`src/rtl/cdb_arbiter.sv`:
```
// -----------------------------------------------------------------------------
// cdb_arbiter
//   Common data bus arbiter for the out-of-order core. Completed results from
//   the ALU and the load/store buffer are each queued in a DEPTH-entry FIFO.
//   One FIFO head per cycle is granted, round-robin when both are non-empty,
//   and broadcast through registered cdb_* outputs to the ROB, RS and LSB.
//
// Ports
//   clk, rst          clock, asynchronous active-high reset
//   rdy               global enable; low freezes every register
//   rollback          misprediction flush (empties both FIFOs, clears CDB)
//   alu_flag/...      ALU result push {rob_id, val, rel_pc}
//   alu_stall         ALU FIFO full
//   lsb_flag/...      LSB result push {rob_id, val}; rel_pc stored as 0
//   lsb_stall         LSB FIFO full
//   cdb_flag/...      registered broadcast of the granted entry
//
// Handshake: a source may present src_flag only while src_stall is low. A
//   push while full is dropped. src_stall comes from the registered count
//   only, so a same-cycle pop never frees a slot for a same-cycle push.
//
// DEPTH must be a power of two and at least 2 (pointers wrap modulo DEPTH).
// -----------------------------------------------------------------------------
module cdb_arbiter #(
  parameter int DEPTH = 2
) (
  input  logic        clk,
  input  logic        rst,
  input  logic        rdy,
  input  logic        rollback,
  input  logic        alu_flag,
  input  logic [31:0] alu_rob_id,
  input  logic [31:0] alu_val,
  input  logic [31:0] alu_rel_pc,
  output logic        alu_stall,
  input  logic        lsb_flag,
  input  logic [31:0] lsb_rob_id,
  input  logic [31:0] lsb_val,
  output logic        lsb_stall,
  output logic        cdb_flag,
  output logic [31:0] cdb_rob_id,
  output logic [31:0] cdb_val,
  output logic [31:0] cdb_rel_pc
);

  localparam int AW = $clog2(DEPTH);
  localparam int CW = AW + 1;
  localparam logic [CW-1:0] FULL_CNT = CW'(DEPTH);

  // last_grant encoding: 0 = ALU, 1 = LSB
  localparam logic SRC_ALU = 1'b0;
  localparam logic SRC_LSB = 1'b1;

  typedef struct packed {
    logic [31:0] rob_id;
    logic [31:0] val;
    logic [31:0] rel_pc;
  } entry_t;

  entry_t          alu_mem_q [DEPTH];
  entry_t          alu_mem_d [DEPTH];
  entry_t          lsb_mem_q [DEPTH];
  entry_t          lsb_mem_d [DEPTH];
  logic [AW-1:0]   alu_wr_q, alu_wr_d, alu_rd_q, alu_rd_d;
  logic [AW-1:0]   lsb_wr_q, lsb_wr_d, lsb_rd_q, lsb_rd_d;
  logic [CW-1:0]   alu_cnt_q, alu_cnt_d, lsb_cnt_q, lsb_cnt_d;
  logic            last_grant_q, last_grant_d;
  logic            cdb_flag_q, cdb_flag_d;
  entry_t          cdb_ent_q, cdb_ent_d;

  logic alu_full, lsb_full, alu_ne, lsb_ne;
  logic grant_alu, grant_lsb, alu_push, lsb_push;

  always_comb begin
    alu_full  = (alu_cnt_q == FULL_CNT);
    lsb_full  = (lsb_cnt_q == FULL_CNT);
    alu_ne    = (alu_cnt_q != '0);
    lsb_ne    = (lsb_cnt_q != '0);
    // ALU wins unless the LSB also has data and the ALU was granted last.
    grant_alu = alu_ne && (!lsb_ne || (last_grant_q == SRC_LSB));
    grant_lsb = lsb_ne && !grant_alu;
    alu_push  = alu_flag && !alu_full;
    lsb_push  = lsb_flag && !lsb_full;

    alu_mem_d    = alu_mem_q;
    lsb_mem_d    = lsb_mem_q;
    alu_wr_d     = alu_wr_q;
    alu_rd_d     = alu_rd_q;
    lsb_wr_d     = lsb_wr_q;
    lsb_rd_d     = lsb_rd_q;
    alu_cnt_d    = alu_cnt_q;
    lsb_cnt_d    = lsb_cnt_q;
    last_grant_d = last_grant_q;
    cdb_flag_d   = cdb_flag_q;
    cdb_ent_d    = cdb_ent_q;

    if (rdy) begin
      if (rollback) begin
        // Flush wins over push and pop; arbitration history is kept.
        alu_wr_d   = '0;
        alu_rd_d   = '0;
        lsb_wr_d   = '0;
        lsb_rd_d   = '0;
        alu_cnt_d  = '0;
        lsb_cnt_d  = '0;
        cdb_flag_d = 1'b0;
        cdb_ent_d  = '0;
      end else begin
        if (alu_push) begin
          alu_mem_d[alu_wr_q] = '{rob_id: alu_rob_id, val: alu_val, rel_pc: alu_rel_pc};
          alu_wr_d            = alu_wr_q + AW'(1);
        end
        if (lsb_push) begin
          lsb_mem_d[lsb_wr_q] = '{rob_id: lsb_rob_id, val: lsb_val, rel_pc: 32'd0};
          lsb_wr_d            = lsb_wr_q + AW'(1);
        end
        if (grant_alu) alu_rd_d = alu_rd_q + AW'(1);
        if (grant_lsb) lsb_rd_d = lsb_rd_q + AW'(1);
        alu_cnt_d = alu_cnt_q + CW'(alu_push) - CW'(grant_alu);
        lsb_cnt_d = lsb_cnt_q + CW'(lsb_push) - CW'(grant_lsb);

        cdb_flag_d = grant_alu || grant_lsb;
        if (grant_alu) begin
          cdb_ent_d    = alu_mem_q[alu_rd_q];
          last_grant_d = SRC_ALU;
        end else if (grant_lsb) begin
          cdb_ent_d    = lsb_mem_q[lsb_rd_q];
          last_grant_d = SRC_LSB;
        end else begin
          cdb_ent_d    = '0;
        end
      end
    end
  end

  always_ff @(posedge clk or posedge rst) begin
    if (rst) begin
      for (int i = 0; i < DEPTH; i++) begin
        alu_mem_q[i] <= '0;
        lsb_mem_q[i] <= '0;
      end
      alu_wr_q     <= '0;
      alu_rd_q     <= '0;
      lsb_wr_q     <= '0;
      lsb_rd_q     <= '0;
      alu_cnt_q    <= '0;
      lsb_cnt_q    <= '0;
      last_grant_q <= SRC_LSB;  // ALU wins the first contention
      cdb_flag_q   <= 1'b0;
      cdb_ent_q    <= '0;
    end else begin
      alu_mem_q    <= alu_mem_d;
      lsb_mem_q    <= lsb_mem_d;
      alu_wr_q     <= alu_wr_d;
      alu_rd_q     <= alu_rd_d;
      lsb_wr_q     <= lsb_wr_d;
      lsb_rd_q     <= lsb_rd_d;
      alu_cnt_q    <= alu_cnt_d;
      lsb_cnt_q    <= lsb_cnt_d;
      last_grant_q <= last_grant_d;
      cdb_flag_q   <= cdb_flag_d;
      cdb_ent_q    <= cdb_ent_d;
    end
  end

  assign alu_stall  = alu_full;
  assign lsb_stall  = lsb_full;
  assign cdb_flag   = cdb_flag_q;
  assign cdb_rob_id = cdb_ent_q.rob_id;
  assign cdb_val    = cdb_ent_q.val;
  assign cdb_rel_pc = cdb_ent_q.rel_pc;

endmodule

```
`config.mk`:
```
export PLATFORM = sky130hd
export DESIGN_NAME = cdb_arbiter
export DESIGN_NICKNAME = d
export VERILOG_FILES = /design/src/rtl/cdb_arbiter.sv
export SDC_FILE = /design/constraint.sdc
export NUM_CORES = 1
export LEC_CHECK = 0
export ABC_CLOCK_PERIOD_IN_PS = 16700
export CAP_MARGIN = 5
export CORE_UTILIZATION = 55
export DETAILED_ROUTE_END_ITERATION = 16
export HOLD_SLACK_MARGIN = 0.15
export PLACE_DENSITY = 0.79
export SYNTH_ARGS = -nofsm -noshare
export SYNTH_HDL_FRONTEND = slang
export SYNTH_SLANG_ARGS = --single-unit
```
`constraint.sdc`:
```
create_clock -name clk -period 16.7 [get_ports clk]
set_input_delay 3.34 -clock clk [delete_from_list [all_inputs] [get_ports clk]]
set_output_delay 3.34 -clock clk [all_outputs]
set_load 0.01 [all_outputs]
```
==> flow_metrics.env <==
export IMPL_reg2regPathDepth=11
export IMPL_gp_congestion=0.777
export IMPL_startpoint_type="input port"
export IMPL_arrival_ps=7060
export IMPL_die_width_um=185
export IMPL_irDropWorstVdd_mv=0.106
export IMPL_cts_hold_buffers_added=0
export IMPL_clockRootBuffer="clkbuf_16"
export IMPL_internal_power_mw=2.93
export IMPL_setup_viol=0
export IMPL_synth_adder_area_share_pct=0.273
export IMPL_synth_cell_type_count=36
export IMPL_synthMuxAreaShare_pct=29.9
export IMPL_final_net_count=1649
export IMPL_cts_path_max_buffers=3
export IMPL_synthArstFlopShare_pct=100
export IMPL_ys_warn_count=0
export IMPL_slew_viol_final=0
export IMPL_utilization_pct=69.5
export IMPL_power_density_mw_per_mm2=185
export IMPL_synth_compound_area_share_pct=7.37
export IMPL_grt_max_degree=135
export IMPL_drive_gt1_share_pct=28.1
export IMPL_fin_crit_sh_pct=39.9
export IMPL_clock_fmax_ghz=0.150
export IMPL_design_area_sq_mm=0.0227
export IMPL_slew_headroom_pct=34.4
export IMPL_syn_nets=1416
export IMPL_via_per_inst=5.82
export IMPL_dieHeight_um=185
export IMPL_synthTopCellsByCount="dfrtp_1, mux2_2, mux2i_1, a22o_1, o22ai_1"
export IMPL_synth_area_sq_mm=0.0184
export IMPL_cts_repair_resized=0
export IMPL_vias=11390
export IMPL_clkPwrFrac_pct=22.9
export IMPL_antenna_left=0
export IMPL_syn_to_final_growth_pct=23.7
export IMPL_drt_wl_total_um=42100
export IMPL_multi_input_area_sq_mm=0.00724
export IMPL_status="finished, final reports clean"
export IMPL_combPwrFrac_pct=33.4
export IMPL_wl_per_cell_um=21.5
export IMPL_cts_clk_slew_worst_paths_ps=60
export IMPL_holdPathEnd="cdb_flag$_DFFE_PP0P_"
export IMPL_hp_class="register to register"
export IMPL_skew_ps=27.4
export IMPL_ys_ff_latch=426
export IMPL_cp_required_ps=17100
export IMPL_worst_slew_pin_slew_ps=984
export IMPL_worstHoldStart="cdb_flag$_DFFE_PP0P_"
export IMPL_synth_top_family_by_area="multiplexers"
export IMPL_synth_edf_count=0
export IMPL_antenna_found_initial=8
export IMPL_grt_pass1_wl_um=66600
export IMPL_fin_crit_ps=6660
export IMPL_cts_tree="built"
export IMPL_finalHoldViolations=0
export IMPL_grt_pass1_vias=12109
export IMPL_synth_area_leader_cell="dfrtp_1"
export IMPL_reg2reg_slack_ps=13560
export IMPL_rsz0062_at_grt="no"
export IMPL_port_buffers=264
export IMPL_dieArea_sq_mm=0.0341
export IMPL_grt_overflow=0
export IMPL_yosysMostFrequentCell="dfrtp_1"
export IMPL_yosys_area_share_simple_pct=1.53
export IMPL_rr_startpoint="lsb_cnt_q[1]$_DFFE_PP0P_"
export IMPL_regArea_sq_mm=0.0107
export IMPL_insertion_delay_ps=540
export IMPL_switchingPower_mw=1.27
export IMPL_hold_depth=1
export IMPL_nFillCells=2283
export IMPL_crit_path_max_fanout=68
export IMPL_synth_area_leaders="dfrtp_1, mux2_2, mux2i_1, mux2_4, a22o_1"
export IMPL_syn_instance_count=1246
export IMPL_cts_made_buffers=44
export IMPL_start_util_pct=56.1
export IMPL_place_hpwl_um=25900
export IMPL_post_cts_buffers=0
export IMPL_ios=265
export IMPL_swShare_pct=30.2
export IMPL_ys_flop_type="dfrtp_1"
export IMPL_synthXorXnorAreaFrac_pct=0.0954
export IMPL_cts_sinks=426
export IMPL_reg2reg_to="alu_cnt_q[1]$_DFFE_PP0P_"
export IMPL_drc=0
export IMPL_cap_violations=0
export IMPL_postPlaceCellArea_sq_mm=0.0213
export IMPL_drt_initial_drc_count=575
export IMPL_fp_row_count=66
export IMPL_synth_seq_area_share_pct=58.1
export IMPL_drt_pass1_iterations=6
export IMPL_syn_avg_cell_area_sq_um=14.7
export IMPL_endpoint_kind="register"
export IMPL_leakagePower_nw=9.99
export IMPL_core_sq_mm=0.0327
export IMPL_gr_usage_all_layers_pct=25.2
export IMPL_h_tree_depth=2
export IMPL_critPathKind="input port to register"
export IMPL_power_frac_seq_pct=43.8
export IMPL_synth_top_area_share_pct=57.9
export IMPL_setup_tns_ps=0
==> cells by family (layout without fill, tap and decap cells) <==
kind of cell	Yosys count	after routing
muxes	482	482
xor gates and xnor gates	2	2
buffers and inverters	102	365
AOI/OAI and AO/OA	175	175
and+or+nand+nor	55	55
DFF	426	426
other	0	6
adders and majority gates	4	4
==> flip-flops by register name, indices dropped and copies added, names as in the netlist <==
register      count
lsb_cnt_q         2
cdb_rel_pc       32
lsb_rd_q          1
alu_mem_q       192
last_grant_q      1
cdb_val          32
alu_wr_q          1
lsb_mem_q       128
alu_cnt_q         2
cdb_rob_id       32
lsb_wr_q          1
cdb_flag          1
alu_rd_q          1
==> critical path, stage by stage <==
cell             delay, ps
clkdlybuf4s50_1        450
buf_4                  370
inv_4                  350
nor2_4                 150
buf_4                  760
nand4_4                650
buf_4                  530
mux2_2                 350
==> metal layers <==
metal  wire, um  track usage (%)  vias up
met1      17900             33.1     5916
met3       2690             5.95       81
li1           -                -     5062
met2      20500             41.4      321
met4       1010             7.60       10
met5         71                0        -
==> how the worst max path moves through the flow <==
stage | slack [ps] | startpoint | depth (start not counted) | endpoint
floorplan | 1500 | rst | 1 | alu_cnt_q[0]$_DFFE_PP0P_
global placement | 9580 | rdy | 8 | lsb_mem_q[89]$_DFFE_PP0P_
detailed placement | 9510 | rdy | 8 | lsb_mem_q[80]$_DFFE_PP0P_
CTS | 10050 | rdy | 8 | lsb_mem_q[64]$_DFFE_PP0P_
global route | 9910 | rdy | 8 | lsb_mem_q[66]$_DFFE_PP0P_
finish | 10040 | rdy | 8 | lsb_mem_q[64]$_DFFE_PP0P_
==> final cells by class <==
type | instances | share of cell area, %
repair buffers | 281 | 12.2
multi-input cells | 718 | 31.9
inverters | 8 | 0.176
diodes | 6 | 0.0661
clock inverters | 6 | 0.292
clock buffers | 70 | 5.99
flip-flops and latches | 426 | 47.0
well taps | 442 | 2.43
==> power groups by stage <==
stage                     Combinational (mW)  Clock (mW)  Sequential [mW]
after floorplan                        0.978           0             1.77
after global placement                  1.36           0             1.82
after detailed placement                1.40           0             1.85
after CTS                               1.42       0.980             1.84
after global routing                    1.51        1.02             1.90
final                                   1.40       0.962             1.84
==> per-stage QoR <==
step / setup WS, ps / hold slack (ps) / instances / total power, mW
finish: 10040 / 485 / 1957 / 4.20
global route: 9910 / 494 / 1951 / 4.43
CTS: 10050 / 487 / 1951 / 4.23
detailed placement: 9510 / 473 / 1875 / 3.25
global placement: 9580 / 466 / 1875 / 3.18
floorplan: 1500 / 457 / 1246 / 2.75
==> cell usage in the layout (no fill, tap or decap), types with 2 or more instances in the layout <==
master,count
dfrtp_1,423
mux2_2,268
clkdlybuf4s50_1,264
mux2i_1,130
a22o_1,66
o22ai_1,64
mux2_4,60
clkbuf_16,46
nand2_1,36
o2bb2ai_1,36
mux2_1,24
buf_4,17
clkbuf_8,12
clkbuf_1,12
diode_2,6
inv_1,6
nor2_1,4
ha_1,4
clkinv_2,4
nor3_1,3
nand4_4,2
xnor2_1,2
a21oi_1,2
nand3b_1,2
o311ai_0,2
dfrtp_4,2
No activity file was read; power rests on OpenSTA's default activity.
==> variant 1, RTL diff (same flow settings) <==
Change the parameter `DEPTH` from 2 to 4. Comments in the files are not updated.
--- a/src/rtl/cdb_arbiter.sv
+++ b/src/rtl/cdb_arbiter.sv
@@ -24,3 +24,3 @@
 module cdb_arbiter #(
-  parameter int DEPTH = 2
+  parameter int DEPTH = 4
 ) (
Function: not settled (the Yosys comparison gave no result); the edit may change what the design does.
==> variant 1 against the unedited design <==
  * Wire length grew 82%
  * Final area grew 69%
  * Power grew 74%
  * Critical path depth shrank 2
  * Worst setup slack lost 0.29 ns
  * Count of clock-buffer cells in the layout grew 40
  * Sequential cell count grew 326
  * Area after synthesis grew 78%
  * Maximum frequency shrank 4.2%
  * Largest power group unchanged
==> variant 1: results (changes against the unedited design) <==
Yosys
  • Adder-cell area share of the yosys netlist: 0.5830% (+0.31 points)
  • Cell variety after synth: 37 (+2.8%)
  • Number of cells produced by synthesis: 2081 (+67%)
  • Area share of xor/xnor cells in the synthesized design: 0.05369% (-0.042 points)
  • Share of the yosys chip area belonging to registers: 57.69% (-0.38 points)
  • Mapped Nets: 2261 (+60%)

Pwr
  • Switching part of the total: 29.96% (-0.26 points)
  • Post-route total power: 0.007320 W (+74%)
  • IR Drop Worst-Case VDD: 180.0 uV (+70%)

Place
  • Setup slack after placement: 9.162 ns (-0.3431 ns)
  • Cell total after placement: 2994 (+60%)

Critical path
  • Launching instance or port of the critical path: rollback
  • Critical Path End: alu_mem_q[329]
  • Slowest library cell on the worst path: sky130_fd_sc_hd__nor3b_2
  • Crit-path leading delay family: simple AND/OR/NAND/NOR gates
  • Register-to-register path setup slack: 13.11 ns (-0.45 ns)

Global route
  • Total track usage: 26.29% (+1.1 points)
  • Met2 routing resource usage after global routing: 43.92% (+2.5 points)
  • Number of antenna violations at the first check in global routing: 16 (+8)
  • Grt met1 use: 34.46% (+1.3 points)
  • Pin count of the biggest net entering global routing: 192 (+42%)

Outcome
  • Outcome: complete, no violations

Layout
  • Number of inserted filler cells in the final layout: 4077 (+79%)
  • Registers with the most flip-flops: alu_mem_q: 384 flops, lsb_mem_q: 256 flops

Routing
  • Routed length on met1: 31400 um (+75%)
  • Number of iterations in the first detailed-routing pass: 5 (-1)
  • First-iteration detailed-routing DRC count: 1062 (+85%)

Min path
  • Hold worst-path end: alu_mem_q[349]

Clock tree
  • Worst-skew pair later-pin latency: 0.61 ns (+0.07 ns)
==> variant 1: cell types whose count changed after synthesis, moves of 23 or more <==
cell                        delta
sky130_fd_sc_hd__mux2_2      +362
sky130_fd_sc_hd__o22ai_1      +39
sky130_fd_sc_hd__a22oi_1      +65
sky130_fd_sc_hd__nand2_1      -23
sky130_fd_sc_hd__mux2_4       -60
sky130_fd_sc_hd__dfrtp_1     +326
sky130_fd_sc_hd__mux4_2      +160
sky130_fd_sc_hd__mux2i_1     -127
sky130_fd_sc_hd__inv_1       +138
sky130_fd_sc_hd__a22o_1       -66
sky130_fd_sc_hd__o2bb2ai_1    -36
sky130_fd_sc_hd__buf_4        +36
==> variant 1: layout make-up <==
type,instances,area share (%)
sequential,752,49.08
multi-input combinational,1041,32.79
timing repair buffer,290,7.421
clock buffer,110,5.950
tap,765,2.494
inverter,146,1.438
clock inverter,23,0.7825
antenna,7,0.04565
==> variant 2, RTL diff (config.mk and constraints unchanged) <==
Made on the original files. Register the output `cdb_flag` once more, without a reset; this adds one clock of latency there. The other outputs are not delayed to match. Comments in the files are not updated.
--- a/src/rtl/cdb_arbiter.sv
+++ b/src/rtl/cdb_arbiter.sv
@@ -167,3 +167,5 @@
   assign lsb_stall  = lsb_full;
-  assign cdb_flag   = cdb_flag_q;
+  always_ff @(posedge clk) begin
+    cdb_flag <= cdb_flag_q;
+  end
   assign cdb_rob_id = cdb_ent_q.rob_id;
Check against the original RTL: not equivalent (a bounded check fails within 4 cycles, from zero or initial values and one cycle with rst high).
==> variant 2 against the unedited design <==
  * Via count is 0.90% higher
  * Worst setup slack worse by 0.15 ns
  * Global-route usage is 0.32 points higher
  * Final area is 0.46% lower
  * Largest power group unchanged
  * Power is 1.3% lower
  * Sequential cell count is 1 higher
  * Wire length is 0.64% higher
  * Critical endpoint is now alu_mem_q[77]
  * Synthesized cell count hardly changed
  * Clock skew is 0.0095 ns lower
  * Die area is 0.11% higher
  * Non-clock buffer count is 1 lower
  * Area after synthesis is 0.11% higher
==> variant 2: results (changes against the unedited design) <==
Outcome
  • Outcome: complete, no violations

Routing
  • Vias after detailed routing: 11490 (+0.90%)
  • Routed length per placed instance: 21.71 um (+0.85%)
  • First-iteration detailed-routing DRC count: 669 (+16%)
  • Number of iterations in the first detailed-routing pass: 4 (-2)
  • Aggregate routed wire length: 42390 um (+0.64%)

Min path
  • Worst min-delay path startpoint: cdb_flag_q

Global route
  • Total track usage: 25.48% (+0.32 points)
  • Pin count of the biggest net entering global routing: 113 (-16%)
  • First-pass GRT wire length: 67120 um (+0.86%)
  • Vias in the first global route: 12150 (+0.33%)

Pwr
  • Leakage component of the power: 9.931 nW (-0.55%)
  • IR Drop Worst-Case VDD: 106.0 uV (+0.15%)
  • Internal power: 0.002890 W (-1.5%)

Layout
  • Share of final-layout standard cells stronger than drive strength 1: 27.76% (-0.34 points)

Place
  • Area after detailed placement: 0.02128 sq mm (about the same)
  • Setup slack after placement: 9.386 ns (-0.1196 ns)
  • Sum of net half-perimeters after detailed placement: 25430 um (-1.7%)
  • Global placement routability congestion: 0.7664 (-1.4%)

Yosys
  • Async set or reset register ratio after synthesis: 99.77% (-0.23 points)
  • Cell types occupying the most area after synthesis: sky130_fd_sc_hd__dfrtp_1 (58%), sky130_fd_sc_hd__mux2_2 (16%), sky130_fd_sc_hd__mux2i_1 (7.1%)
  • Post-synthesis compound-gate area fraction: 7.366% (-0.0080 points)
  • Mapped Nets: 1417 (+0.071%)
  • Share of the yosys chip area belonging to registers: 58.11% (about the same)

Critical path
  • Worst path arrival time: 7.21 ns (+0.15 ns)
  • Critical Path End: alu_mem_q[77]
  • Crit Reg-Reg Startpoint: last_grant_q
  • Highest cell delay on the worst timing path: 0.78 ns (+0.02 ns)
  • Worst R2R End: lsb_cnt_q[1]

Timing
  • Worst slew margin relative to its limit: 21.40% (-13 points)
variant 2: metrics by stage:
| stage | utilization [%] | power (W) |
|---|---|---|
| finish | 69.14 | 0.004148 |
| floorplan | - | 0.002750 |
| detailed placement | 65.09 | 0.003260 |
| global placement | 65.09 | 0.003188 |
| global route | 69.12 | 0.004388 |
| CTS | 69.10 | 0.004180 |
variant 2: critical path: cells and delay by family:
family | cells | cell delay, ns
buffers and inverters | 5 | 2.45
and+or+nand+nor | 2 | 0.85
muxes | 1 | 0.43
variant 2: layer usage:
metal / GRT usage [%] / up-vias / wire length, um
met3: 5.348 / 83 / 2392
met4: 8.331 / 8 / 1029
li1: - / 5077 / -
met2: 41.26 / 281 / 20580
met1: 34.39 / 6043 / 18330
met5: 0 / - / 55
variant 2: final cells by class:
type | instances | share of cell area (%)
inverter | 8 | 0.1771
tap | 442 | 2.446
sequential | 427 | 47.28
timing repair buffer | 280 | 12.22
clock buffer | 66 | 5.639
multi-input combinational | 718 | 32.02
clock inverter | 7 | 0.1660
antenna | 5 | 0.05534
